==> src/rtl/otn_frame_rx_pkg.sv <==
// Shared types and helpers for the OTN frame receiver: FSM encoding,
// default frame-start pattern, ack symbol bits and sync-byte extraction.
package otn_rx_pkg;

    typedef enum logic [2:0] {
        ST_HUNT     = 3'd0,
        ST_SYNC     = 3'd1,
        ST_DATA     = 3'd2,
        ST_WAIT_CRC = 3'd3,
        ST_ACK      = 3'd4
    } state_e;

    localparam logic [63:0] DEF_SYNC_PATTERN = 64'h0000_F6F6_F628_2828;

    localparam logic ACK_START = 1'b0;
    localparam logic ACK_STOP  = 1'b0;
    localparam logic ACK_IDLE  = 1'b1;

    // Byte idx of a right-justified pattern; idx 0 is the most significant used byte.
    function automatic logic [7:0] sync_byte(input logic [63:0] pattern,
                                             input int          nbytes,
                                             input int          idx);
        logic [63:0] shifted;
        shifted = pattern >> (8 * (nbytes - 1 - idx));
        return shifted[7:0];
    endfunction

    function automatic logic ack_bit(input logic [1:0] idx, input logic good);
        logic b;
        case (idx)
            2'd0:    b = ACK_START;
            2'd1:    b = good;
            2'd2:    b = ACK_STOP;
            default: b = ACK_IDLE;
        endcase
        return b;
    endfunction

endpackage

==> src/rtl/otn_frame_rx_if.sv <==
// Payload byte stream from the receiver to the demapper (valid/ready with SOF/EOF).
interface otn_frame_rx_if;
    logic [7:0] o_data;
    logic       o_valid;
    logic       o_sof;
    logic       o_eof;
    logic       i_ready;

    modport master (output o_data, output o_valid, output o_sof, output o_eof, input i_ready);
    modport slave  (input o_data, input o_valid, input o_sof, input o_eof, output i_ready);
endinterface

==> src/rtl/otn_frame_rx_bit_timer.sv <==
// Serial line synchronizer and oversampling bit-phase tracker; produces a
// mid-bit sample strobe and an end-of-bit-period strobe.
module otn_bit_timer #(
    parameter int OVERSAMPLE = 20
) (
    input  logic i_clk,
    input  logic i_rst,
    input  logic i_sample_en,
    input  logic i_serial_rx,
    input  logic i_hunt,
    input  logic i_restart,
    output logic o_rx_bit,
    output logic o_bit_stb,
    output logic o_bit_end
);
    localparam int              PH_W    = $clog2(OVERSAMPLE);
    localparam logic [PH_W-1:0] PH_MID  = PH_W'(OVERSAMPLE / 2 - 1);
    localparam logic [PH_W-1:0] PH_LAST = PH_W'(OVERSAMPLE - 1);

    logic [1:0]      sync_q, sync_d;
    logic            last_q, last_d;
    logic [PH_W-1:0] phase_q, phase_d;
    logic            edge_s;

    // Next-state: while hunting, every line transition re-centres the bit phase.
    always_comb begin
        sync_d  = {sync_q[0], i_serial_rx};
        last_d  = sync_q[1];
        edge_s  = (sync_q[1] != last_q);
        phase_d = phase_q;
        if (i_restart || (i_hunt && edge_s)) begin
            phase_d = '0;
        end else if (i_sample_en) begin
            if (phase_q == PH_LAST) begin
                phase_d = '0;
            end else begin
                phase_d = phase_q + PH_W'(1);
            end
        end else begin
            phase_d = phase_q;
        end
    end

    // State registers; the line idles high.
    always_ff @(posedge i_clk) begin
        if (i_rst) begin
            sync_q  <= 2'b11;
            last_q  <= 1'b1;
            phase_q <= '0;
        end else begin
            sync_q  <= sync_d;
            last_q  <= last_d;
            phase_q <= phase_d;
        end
    end

    assign o_rx_bit  = sync_q[1];
    assign o_bit_stb = i_sample_en && (phase_q == PH_MID);
    assign o_bit_end = i_sample_en && (phase_q == PH_LAST);

endmodule

==> src/rtl/otn_frame_rx.sv <==
// OTN serial frame receiver: hunts for the frame-start pattern, streams the
// payload bytes out and optionally returns an ARQ good/bad ack symbol.
module otn_frame_rx
    import otn_rx_pkg::*;
#(
    parameter int          OVERSAMPLE   = 20,
    parameter int          SYNC_BYTES   = 6,
    parameter logic [63:0] SYNC_PATTERN = DEF_SYNC_PATTERN,
    parameter int          FRAME_BYTES  = 4160,
    parameter int          CRC_TIMEOUT  = 1024,
    parameter int          CNT_W        = 16
) (
    input  logic                 i_clk,
    input  logic                 i_rst,
    input  logic                 i_sample_en,
    input  logic                 i_serial_rx,
    input  logic                 i_arq_en,
    input  logic                 i_arq_en_valid,
    input  logic                 i_crc_err,
    input  logic                 i_crc_err_valid,
    otn_frame_rx_if.master       stream,
    output logic                 o_ack_tx,
    output logic [2:0]           o_state,
    output logic [CNT_W-1:0]     o_frame_cnt,
    output logic [CNT_W-1:0]     o_sync_err_cnt,
    output logic                 o_overflow
);
    localparam int               BYTE_W    = $clog2(FRAME_BYTES);
    localparam logic [BYTE_W-1:0] LAST_BYTE = BYTE_W'(FRAME_BYTES - 1);
    localparam logic [2:0]       LAST_SYNC = 3'(SYNC_BYTES - 1);
    localparam int               TMR_W     = $clog2(CRC_TIMEOUT + 1);
    localparam logic [TMR_W-1:0] TMR_LAST  = TMR_W'(CRC_TIMEOUT - 1);

    state_e             state_q, state_d;
    logic [7:0]         shift_q, shift_d;
    logic [2:0]         bit_cnt_q, bit_cnt_d;
    logic [2:0]         sync_idx_q, sync_idx_d;
    logic [BYTE_W-1:0]  byte_cnt_q, byte_cnt_d;
    logic [TMR_W-1:0]   crc_tmr_q, crc_tmr_d;
    logic               arq_en_q, arq_en_d;
    logic               ack_good_q, ack_good_d;
    logic [1:0]         ack_idx_q, ack_idx_d;
    logic               ack_tx_q, ack_tx_d;
    logic [CNT_W-1:0]   frame_cnt_q, frame_cnt_d;
    logic [CNT_W-1:0]   sync_err_cnt_q, sync_err_cnt_d;
    logic               overflow_q, overflow_d;
    logic [7:0]         data_q, data_d;
    logic               valid_q, valid_d;
    logic               sof_q, sof_d;
    logic               eof_q, eof_d;

    logic rx_bit_s, bit_stb_s, bit_end_s, restart_s, byte_done_s, hunt_s;

    assign hunt_s = (state_q == ST_HUNT);

    otn_bit_timer #(.OVERSAMPLE(OVERSAMPLE)) u_bit_timer (
        .i_clk       (i_clk),
        .i_rst       (i_rst),
        .i_sample_en (i_sample_en),
        .i_serial_rx (i_serial_rx),
        .i_hunt      (hunt_s),
        .i_restart   (restart_s),
        .o_rx_bit    (rx_bit_s),
        .o_bit_stb   (bit_stb_s),
        .o_bit_end   (bit_end_s)
    );

    // Framing FSM, counters and output stage next-state logic.
    always_comb begin
        state_d        = state_q;
        bit_cnt_d      = bit_cnt_q;
        sync_idx_d     = sync_idx_q;
        byte_cnt_d     = byte_cnt_q;
        crc_tmr_d      = crc_tmr_q;
        ack_good_d     = ack_good_q;
        ack_idx_d      = ack_idx_q;
        ack_tx_d       = ack_tx_q;
        frame_cnt_d    = frame_cnt_q;
        sync_err_cnt_d = sync_err_cnt_q;
        overflow_d     = overflow_q;
        data_d         = data_q;
        sof_d          = sof_q;
        eof_d          = eof_q;
        byte_done_s    = 1'b0;
        restart_s      = 1'b0;
        arq_en_d       = i_arq_en_valid ? i_arq_en : arq_en_q;

        if (bit_stb_s) begin
            shift_d = {shift_q[6:0], rx_bit_s};
        end else begin
            shift_d = shift_q;
        end

        if (valid_q && stream.i_ready) begin
            valid_d = 1'b0;
        end else begin
            valid_d = valid_q;
        end

        case (state_q)
            ST_HUNT: begin
                if (bit_stb_s && (shift_d == sync_byte(SYNC_PATTERN, SYNC_BYTES, 0))) begin
                    state_d    = ST_SYNC;
                    bit_cnt_d  = 3'd0;
                    sync_idx_d = 3'd1;
                end else begin
                    state_d = ST_HUNT;
                end
            end
            ST_SYNC: begin
                if (bit_stb_s && (bit_cnt_q == 3'd7)) begin
                    bit_cnt_d = 3'd0;
                    if (shift_d != sync_byte(SYNC_PATTERN, SYNC_BYTES, int'(sync_idx_q))) begin
                        state_d = ST_HUNT;
                        if (sync_err_cnt_q != {CNT_W{1'b1}}) begin
                            sync_err_cnt_d = sync_err_cnt_q + CNT_W'(1);
                        end else begin
                            sync_err_cnt_d = sync_err_cnt_q;
                        end
                    end else if (sync_idx_q == LAST_SYNC) begin
                        state_d    = ST_DATA;
                        byte_cnt_d = '0;
                    end else begin
                        sync_idx_d = sync_idx_q + 3'd1;
                    end
                end else if (bit_stb_s) begin
                    bit_cnt_d = bit_cnt_q + 3'd1;
                end else begin
                    bit_cnt_d = bit_cnt_q;
                end
            end
            ST_DATA: begin
                if (bit_stb_s && (bit_cnt_q == 3'd7)) begin
                    bit_cnt_d   = 3'd0;
                    byte_done_s = 1'b1;
                    if (byte_cnt_q == LAST_BYTE) begin
                        frame_cnt_d = frame_cnt_q + CNT_W'(1);
                        byte_cnt_d  = '0;
                        crc_tmr_d   = '0;
                        state_d     = arq_en_d ? ST_WAIT_CRC : ST_HUNT;
                    end else begin
                        byte_cnt_d = byte_cnt_q + BYTE_W'(1);
                    end
                end else if (bit_stb_s) begin
                    bit_cnt_d = bit_cnt_q + 3'd1;
                end else begin
                    bit_cnt_d = bit_cnt_q;
                end
            end
            ST_WAIT_CRC: begin
                // A verdict arriving on the timeout cycle takes priority over the timeout.
                if (i_crc_err_valid) begin
                    ack_good_d = ~i_crc_err;
                    state_d    = ST_ACK;
                end else if (crc_tmr_q == TMR_LAST) begin
                    ack_good_d = 1'b0;
                    state_d    = ST_ACK;
                end else begin
                    crc_tmr_d = crc_tmr_q + TMR_W'(1);
                end
            end
            ST_ACK: begin
                if (bit_end_s && (ack_idx_q == 2'd3)) begin
                    state_d  = ST_HUNT;
                    ack_tx_d = ACK_IDLE;
                end else if (bit_end_s) begin
                    ack_idx_d = ack_idx_q + 2'd1;
                    ack_tx_d  = ack_bit(ack_idx_q + 2'd1, ack_good_q);
                end else begin
                    ack_tx_d = ack_tx_q;
                end
            end
            default: begin
                state_d = ST_HUNT;
            end
        endcase

        // Start bit goes out on the first ACK cycle; the bit period restarts there too.
        if ((state_q != ST_ACK) && (state_d == ST_ACK)) begin
            restart_s = 1'b1;
            ack_idx_d = 2'd0;
            ack_tx_d  = ACK_START;
        end else begin
            restart_s = 1'b0;
        end

        if (byte_done_s && valid_q && !stream.i_ready) begin
            overflow_d = 1'b1;
        end else if (byte_done_s) begin
            data_d  = shift_d;
            valid_d = 1'b1;
            sof_d   = (byte_cnt_q == '0);
            eof_d   = (byte_cnt_q == LAST_BYTE);
        end else begin
            overflow_d = overflow_q;
        end
    end

    // State and output registers.
    always_ff @(posedge i_clk) begin
        if (i_rst) begin
            state_q        <= ST_HUNT;
            shift_q        <= 8'h00;
            bit_cnt_q      <= 3'd0;
            sync_idx_q     <= 3'd0;
            byte_cnt_q     <= '0;
            crc_tmr_q      <= '0;
            arq_en_q       <= 1'b0;
            ack_good_q     <= 1'b0;
            ack_idx_q      <= 2'd0;
            ack_tx_q       <= ACK_IDLE;
            frame_cnt_q    <= '0;
            sync_err_cnt_q <= '0;
            overflow_q     <= 1'b0;
            data_q         <= 8'h00;
            valid_q        <= 1'b0;
            sof_q          <= 1'b0;
            eof_q          <= 1'b0;
        end else begin
            state_q        <= state_d;
            shift_q        <= shift_d;
            bit_cnt_q      <= bit_cnt_d;
            sync_idx_q     <= sync_idx_d;
            byte_cnt_q     <= byte_cnt_d;
            crc_tmr_q      <= crc_tmr_d;
            arq_en_q       <= arq_en_d;
            ack_good_q     <= ack_good_d;
            ack_idx_q      <= ack_idx_d;
            ack_tx_q       <= ack_tx_d;
            frame_cnt_q    <= frame_cnt_d;
            sync_err_cnt_q <= sync_err_cnt_d;
            overflow_q     <= overflow_d;
            data_q         <= data_d;
            valid_q        <= valid_d;
            sof_q          <= sof_d;
            eof_q          <= eof_d;
        end
    end

    assign stream.o_data  = data_q;
    assign stream.o_valid = valid_q;
    assign stream.o_sof   = sof_q;
    assign stream.o_eof   = eof_q;
    assign o_ack_tx       = ack_tx_q;
    assign o_state        = state_q;
    assign o_frame_cnt    = frame_cnt_q;
    assign o_sync_err_cnt = sync_err_cnt_q;
    assign o_overflow     = overflow_q;

endmodule

==> src/flat_wrapper.sv <==
// flat-port wrapper written by rule: the top's interface ports become plain ports
module otn_frame_rx_flat import otn_rx_pkg::*;
#(
    parameter int          OVERSAMPLE   = 20,
    parameter int          SYNC_BYTES   = 6,
    parameter logic [63:0] SYNC_PATTERN = DEF_SYNC_PATTERN,
    parameter int          FRAME_BYTES  = 4160,
    parameter int          CRC_TIMEOUT  = 1024,
    parameter int          CNT_W        = 16
)
  (i_clk, i_rst, i_sample_en, i_serial_rx, i_arq_en, i_arq_en_valid, i_crc_err, i_crc_err_valid, o_ack_tx, o_state, o_frame_cnt, o_sync_err_cnt, o_overflow, stream_o_data, stream_o_valid, stream_o_sof, stream_o_eof, stream_i_ready);
  otn_frame_rx_if stream_i ();
  input  logic i_clk;
  input  logic i_rst;
  input  logic i_sample_en;
  input  logic i_serial_rx;
  input  logic i_arq_en;
  input  logic i_arq_en_valid;
  input  logic i_crc_err;
  input  logic i_crc_err_valid;
  output logic o_ack_tx;
  output logic [2:0] o_state;
  output logic [CNT_W-1:0] o_frame_cnt;
  output logic [CNT_W-1:0] o_sync_err_cnt;
  output logic o_overflow;
  output wire logic [$bits(stream_i.o_data)-1:0] stream_o_data;
  output wire logic [$bits(stream_i.o_valid)-1:0] stream_o_valid;
  output wire logic [$bits(stream_i.o_sof)-1:0] stream_o_sof;
  output wire logic [$bits(stream_i.o_eof)-1:0] stream_o_eof;
  input wire logic [$bits(stream_i.i_ready)-1:0] stream_i_ready;
  assign stream_o_data = stream_i.o_data;
  assign stream_o_valid = stream_i.o_valid;
  assign stream_o_sof = stream_i.o_sof;
  assign stream_o_eof = stream_i.o_eof;
  assign stream_i.i_ready = stream_i_ready;
  otn_frame_rx #(.OVERSAMPLE(OVERSAMPLE), .SYNC_BYTES(SYNC_BYTES), .SYNC_PATTERN(SYNC_PATTERN), .FRAME_BYTES(FRAME_BYTES), .CRC_TIMEOUT(CRC_TIMEOUT), .CNT_W(CNT_W)) u_core (.i_clk(i_clk), .i_rst(i_rst), .i_sample_en(i_sample_en), .i_serial_rx(i_serial_rx), .i_arq_en(i_arq_en), .i_arq_en_valid(i_arq_en_valid), .i_crc_err(i_crc_err), .i_crc_err_valid(i_crc_err_valid), .stream(stream_i), .o_ack_tx(o_ack_tx), .o_state(o_state), .o_frame_cnt(o_frame_cnt), .o_sync_err_cnt(o_sync_err_cnt), .o_overflow(o_overflow));
endmodule
==> config.mk <==
export PLATFORM = sky130hd
export DESIGN_NAME = otn_frame_rx_flat
export DESIGN_NICKNAME = d
export VERILOG_FILES = /design/src/rtl/otn_frame_rx_pkg.sv /design/src/rtl/otn_frame_rx_if.sv /design/src/rtl/otn_frame_rx_bit_timer.sv /design/src/rtl/otn_frame_rx.sv /design/src/flat_wrapper.sv
export SDC_FILE = /design/constraint.sdc
export NUM_CORES = 1
export LEC_CHECK = 0
export CORE_ASPECT_RATIO = 1.5
export CORE_MARGIN = 2
export CORE_UTILIZATION = 32
export DETAILED_ROUTE_END_ITERATION = 8
export HOLD_SLACK_MARGIN = 0.05
export REMOVE_ABC_BUFFERS = 1
export SETUP_SLACK_MARGIN = 0.4
export SLEW_MARGIN = 5
export SYNTH_ARGS = -nofsm -noshare
export SYNTH_HDL_FRONTEND = slang
export SYNTH_SLANG_ARGS = --single-unit
==> constraint.sdc <==
create_clock -name i_clk -period 8.25 [get_ports i_clk]
set_input_delay 2.0625 -clock i_clk [delete_from_list [all_inputs] [get_ports i_clk]]
set_output_delay 2.0625 -clock i_clk [all_outputs]
set_load 0.005 [all_outputs]
==> results_dict.tcl <==
set metrics [dict create \
    reg2reg_setup_slack_ns 4.94 \
    reg2regPathDepth 9 \
    yosysTopAreaCell "dfxtp_1" \
    die_height_um 158 \
    critPathArrivalTime_ns 4.89 \
    tns_ns 0 \
    cts_buffers 9 \
    syn_inst 577 \
    min_period_over_period_pct 56.6 \
    worst_slew_pin_slew_ns 1.13 \
    antenna_left 0 \
    rr_endpoint "u_core.byte_cnt_q[9]" \
    drt-initial-drc-count 207 \
    min_from "u_core.u_bit_timer.sync_q[0]" \
    drc 0 \
    rsz0062_at_grt "no" \
    worst_slew_margin_rel_pct 24.1 \
    power.leakage_uw 0.00205 \
    design.core.area_um2 15600 \
    area_delta_synth_final_pct 21.2 \
    post_cts_resized 0 \
    multiInputGateArea_um2 2880 \
    end_kind "flip-flop" \
    gp_congestion 0.814 \
    synth.area.top_cells "dfxtp_1, nor2_1, ha_1" \
    htree_num_levels 3 \
    dp_hpwl_um 8430 \
    setup_ws_ns 3.58 \
    worstPathBufferInverterCount 1 \
    via_per_inst 5.26 \
    cts_hold_buf 0 \
    cp_cell_sequence "clkdlybuf4s50_1, nand4bb_4, or4_4, a2111oi_4, o22ai_2, o31ai_2, a31o_1, a21oi_1" \
    final_nets 649 \
    drv_slew 0 \
    min_period_ns 4.67 \
    grt_overflow 0 \
    dieWidth_um 106 \
    dieArea_um2 16800 \
    yosys_warnings 0 \
    critPathRequiredTime_ns 8.47 \
    hold_path_class "flip-flop to flip-flop" \
    synth-seq-cells 98 \
    cts_setup_buffers 0 \
    grt_pass1_vias 4266 \
    finalSetupViolations 0 \
    fmax_mhz 214 \
    cp_top_family "compound AO/OA/AOI/OAI gates" \
    area.sequential_um2 1960 \
    yosysSeqAreaShare_pct 39.0 \
    path_class "primary input to flip-flop" \
    ios 57 \
    hold_viol_final 0 \
    fp-row-count 56 \
    cp-start-kind "primary input" \
    synthArstFlopShare_pct 0 \
    cpPeakStageDelay_ns 0.66 \
    grt_pass1_wl_um 19700 \
    synth_edf_count 0 \
    io_buffers 56 \
    critical_path.slowest_cell "clkdlybuf4s50_1" \
    wl_per_cell_um 14.0 \
    first_pass_iters 4 \
    holdPathStages 1 \
    reg2reg_from "u_core.sync_idx_q[1]" \
    drv_cap 0 \
    irDropWorstVdd_uv 79.9 \
    dpl_worst_slack_ns 3.08 \
    path_clk_slew_ns 0.07 \
    cp_max_fo 10 \
    holdPathEnd "u_core.u_bit_timer.sync_q[1]" \
    track_usage_pct 14.3 \
    wl_um 11700 \
    clockRootBuffer "clkbuf_16" \
    status "complete, no violations" \
    final.setup_skew_ns 0.0104 \
    clk_latency_ns 0.35 \
    grt_max_degree 78 \
    avgSynthCellArea_um2 8.73 \
    synth.distinct_cells 69 \
    clk_path_buf_depth 2 \
    cts_tree "done" \
    syn-cell-area_um2 5040 \
    diodes 0 \
    fill_cells 1586 \
    drive_gt1_share_pct 6.84 \
    synth_top_flop_cell "dfxtp_1" \
    antenna_found_initial 0 \
    p_per_area_nw_per_um2 162 \
    clkSinkCount 98 \
    num_vias 4374 \
    start_util_pct 32.4 \
    synth_top_area_share_pct 39.0 \
]
==> placed cells by master (no fill, tap or decap), drive strengths merged, types with 3 or more instances in the layout <==
cell,count
buf,4
a211oi,10
a21oi,35
xor2,14
o21ai,19
nor2b,9
dfxtp,98
ha,16
o211ai,5
inv,23
nand3b,3
and3,11
or3,9
clkbuf,9
o31a,3
nand4,18
a31oi,5
nand3,26
bufinv,3
a41o,3
xnor2,14
mux2,4
nor3,16
a311oi,3
nor4,7
nand2,34
clkdlybuf4s50,55
and4,4
mux2i,19
or4,16
nor2,77
or2,5
nor3b,9
and2,5
o31ai,13
==> where the power goes <==
group | internal [uW] | switching [uW]
clock network | 299 | 191
registers | 474 | 1.62
logic | 7.41 | 13.5
total | 781 | 206
==> cells by family (layout without fill, tap and decap cells) <==
| group | Yosys count | after routing | share of synthesized area [%] |
|---|---|---|---|
| and+or+nand+nor | 258 | 258 | 27.8 |
| buffers and inverters | 45 | 97 | 3.80 |
| AOI/OAI and AO/OA | 109 | 109 | 15.3 |
| adders and majority gates | 16 | 16 | 3.98 |
| DFF | 98 | 98 | 39.0 |
| muxes | 23 | 23 | 4.92 |
| xor gates and xnor gates | 28 | 28 | 5.24 |
==> synthesized netlist by cell type, types with 2 or more instances <==
cell / number
a211oi_1: 10
a21oi_1: 35
a311oi_1: 2
a31o_1: 2
a31oi_1: 4
a41o_1: 3
and2_1: 5
and3_1: 11
and4_1: 4
buf_2: 6
buf_4: 2
clkbuf_1: 14
dfxtp_1: 98
ha_1: 16
inv_1: 19
inv_2: 2
mux2_1: 3
mux2i_1: 18
nand2_1: 33
nand3_1: 26
nand3b_1: 3
nand4_1: 18
nor2_1: 77
nor2b_1: 9
nor3_1: 16
nor3b_1: 9
nor4_1: 6
o211ai_1: 5
o21a_1: 2
o21ai_0: 17
o21ai_1: 2
o31a_1: 3
o31ai_1: 10
o31ai_2: 2
or2_2: 4
or3_1: 9
or4_1: 15
xnor2_1: 14
xor2_1: 13
==> state kept, by name, summed over array words and instances, names as in the netlist, 3 cells and up <==
signal and flops:
u_core.shift_q 8, u_core.u_bit_timer.phase_q 5, u_core.bit_cnt_q 3, u_core.o_state 3
u_core.sync_idx_q 3, u_core.crc_tmr_q 11, u_core.o_sync_err_cnt 16, u_core.o_frame_cnt 16
u_core.byte_cnt_q 13, u_core.stream.o_data 8
==> worst reg2reg max path, stage by stage (launching register included) <==
cell and delay, ns:
dfxtp_1 0.45, inv_1 0.07, ha_1 0.39, nor3b_1 0.46, nor2_1 0.17, a211oi_1 0.39
o22ai_2 0.28, o31ai_2 0.42, a31o_1 0.44, a21oi_1 0.10
==> worst max path at each step <==
stage	from	to	slack, ns	cells after the start
floorplan	i_sample_en	u_core.byte_cnt_q[12]	4.19	7
global placement	i_sample_en	u_core.crc_tmr_q[9]	3.18	8
detailed placement	i_sample_en	u_core.crc_tmr_q[8]	3.08	8
CTS	i_sample_en	u_core.crc_tmr_q[8]	3.46	8
global route	i_sample_en	u_core.byte_cnt_q[9]	3.41	8
finish	i_sample_en	u_core.byte_cnt_q[9]	3.58	8
==> metrics by stage <==
stage | hold WS [ns] | area [um^2] | utilization (%) | cells | power (uW)
2_1_floorplan | 0.389 | 4930 | - | 554 | 495
3_3_place_gp | 0.394 | 5750 | 37.0 | 815 | 508
3_5_place_dp | 0.398 | 5750 | 37.0 | 815 | 508
4_1_cts | 0.417 | 6100 | 39.2 | 831 | 1000
5_1_grt | 0.425 | 6110 | 39.3 | 832 | 1020
6_report | 0.414 | 6110 | 39.3 | 832 | 987
==> layout make-up <==
| type | instances | area share [%] |
|---|---|---|
| clock buffers | 9 | 3.69 |
| clock inverters | 7 | 2.03 |
| inverters | 22 | 1.35 |
| multi-input cells | 434 | 47.2 |
| flip-flops and latches | 98 | 32.1 |
| well taps | 203 | 4.16 |
| repair buffers | 59 | 9.43 |
==> routing by layer <==
metal	up-vias	GRT usage, %	part of all wire, %
li1	2196	-	-
met1	2081	16.2	43
met2	77	25.8	51
met3	20	2.47	3.3
met4	0	6.93	2.6
met5	-	0	0
(Power assumes the default switching activity.)
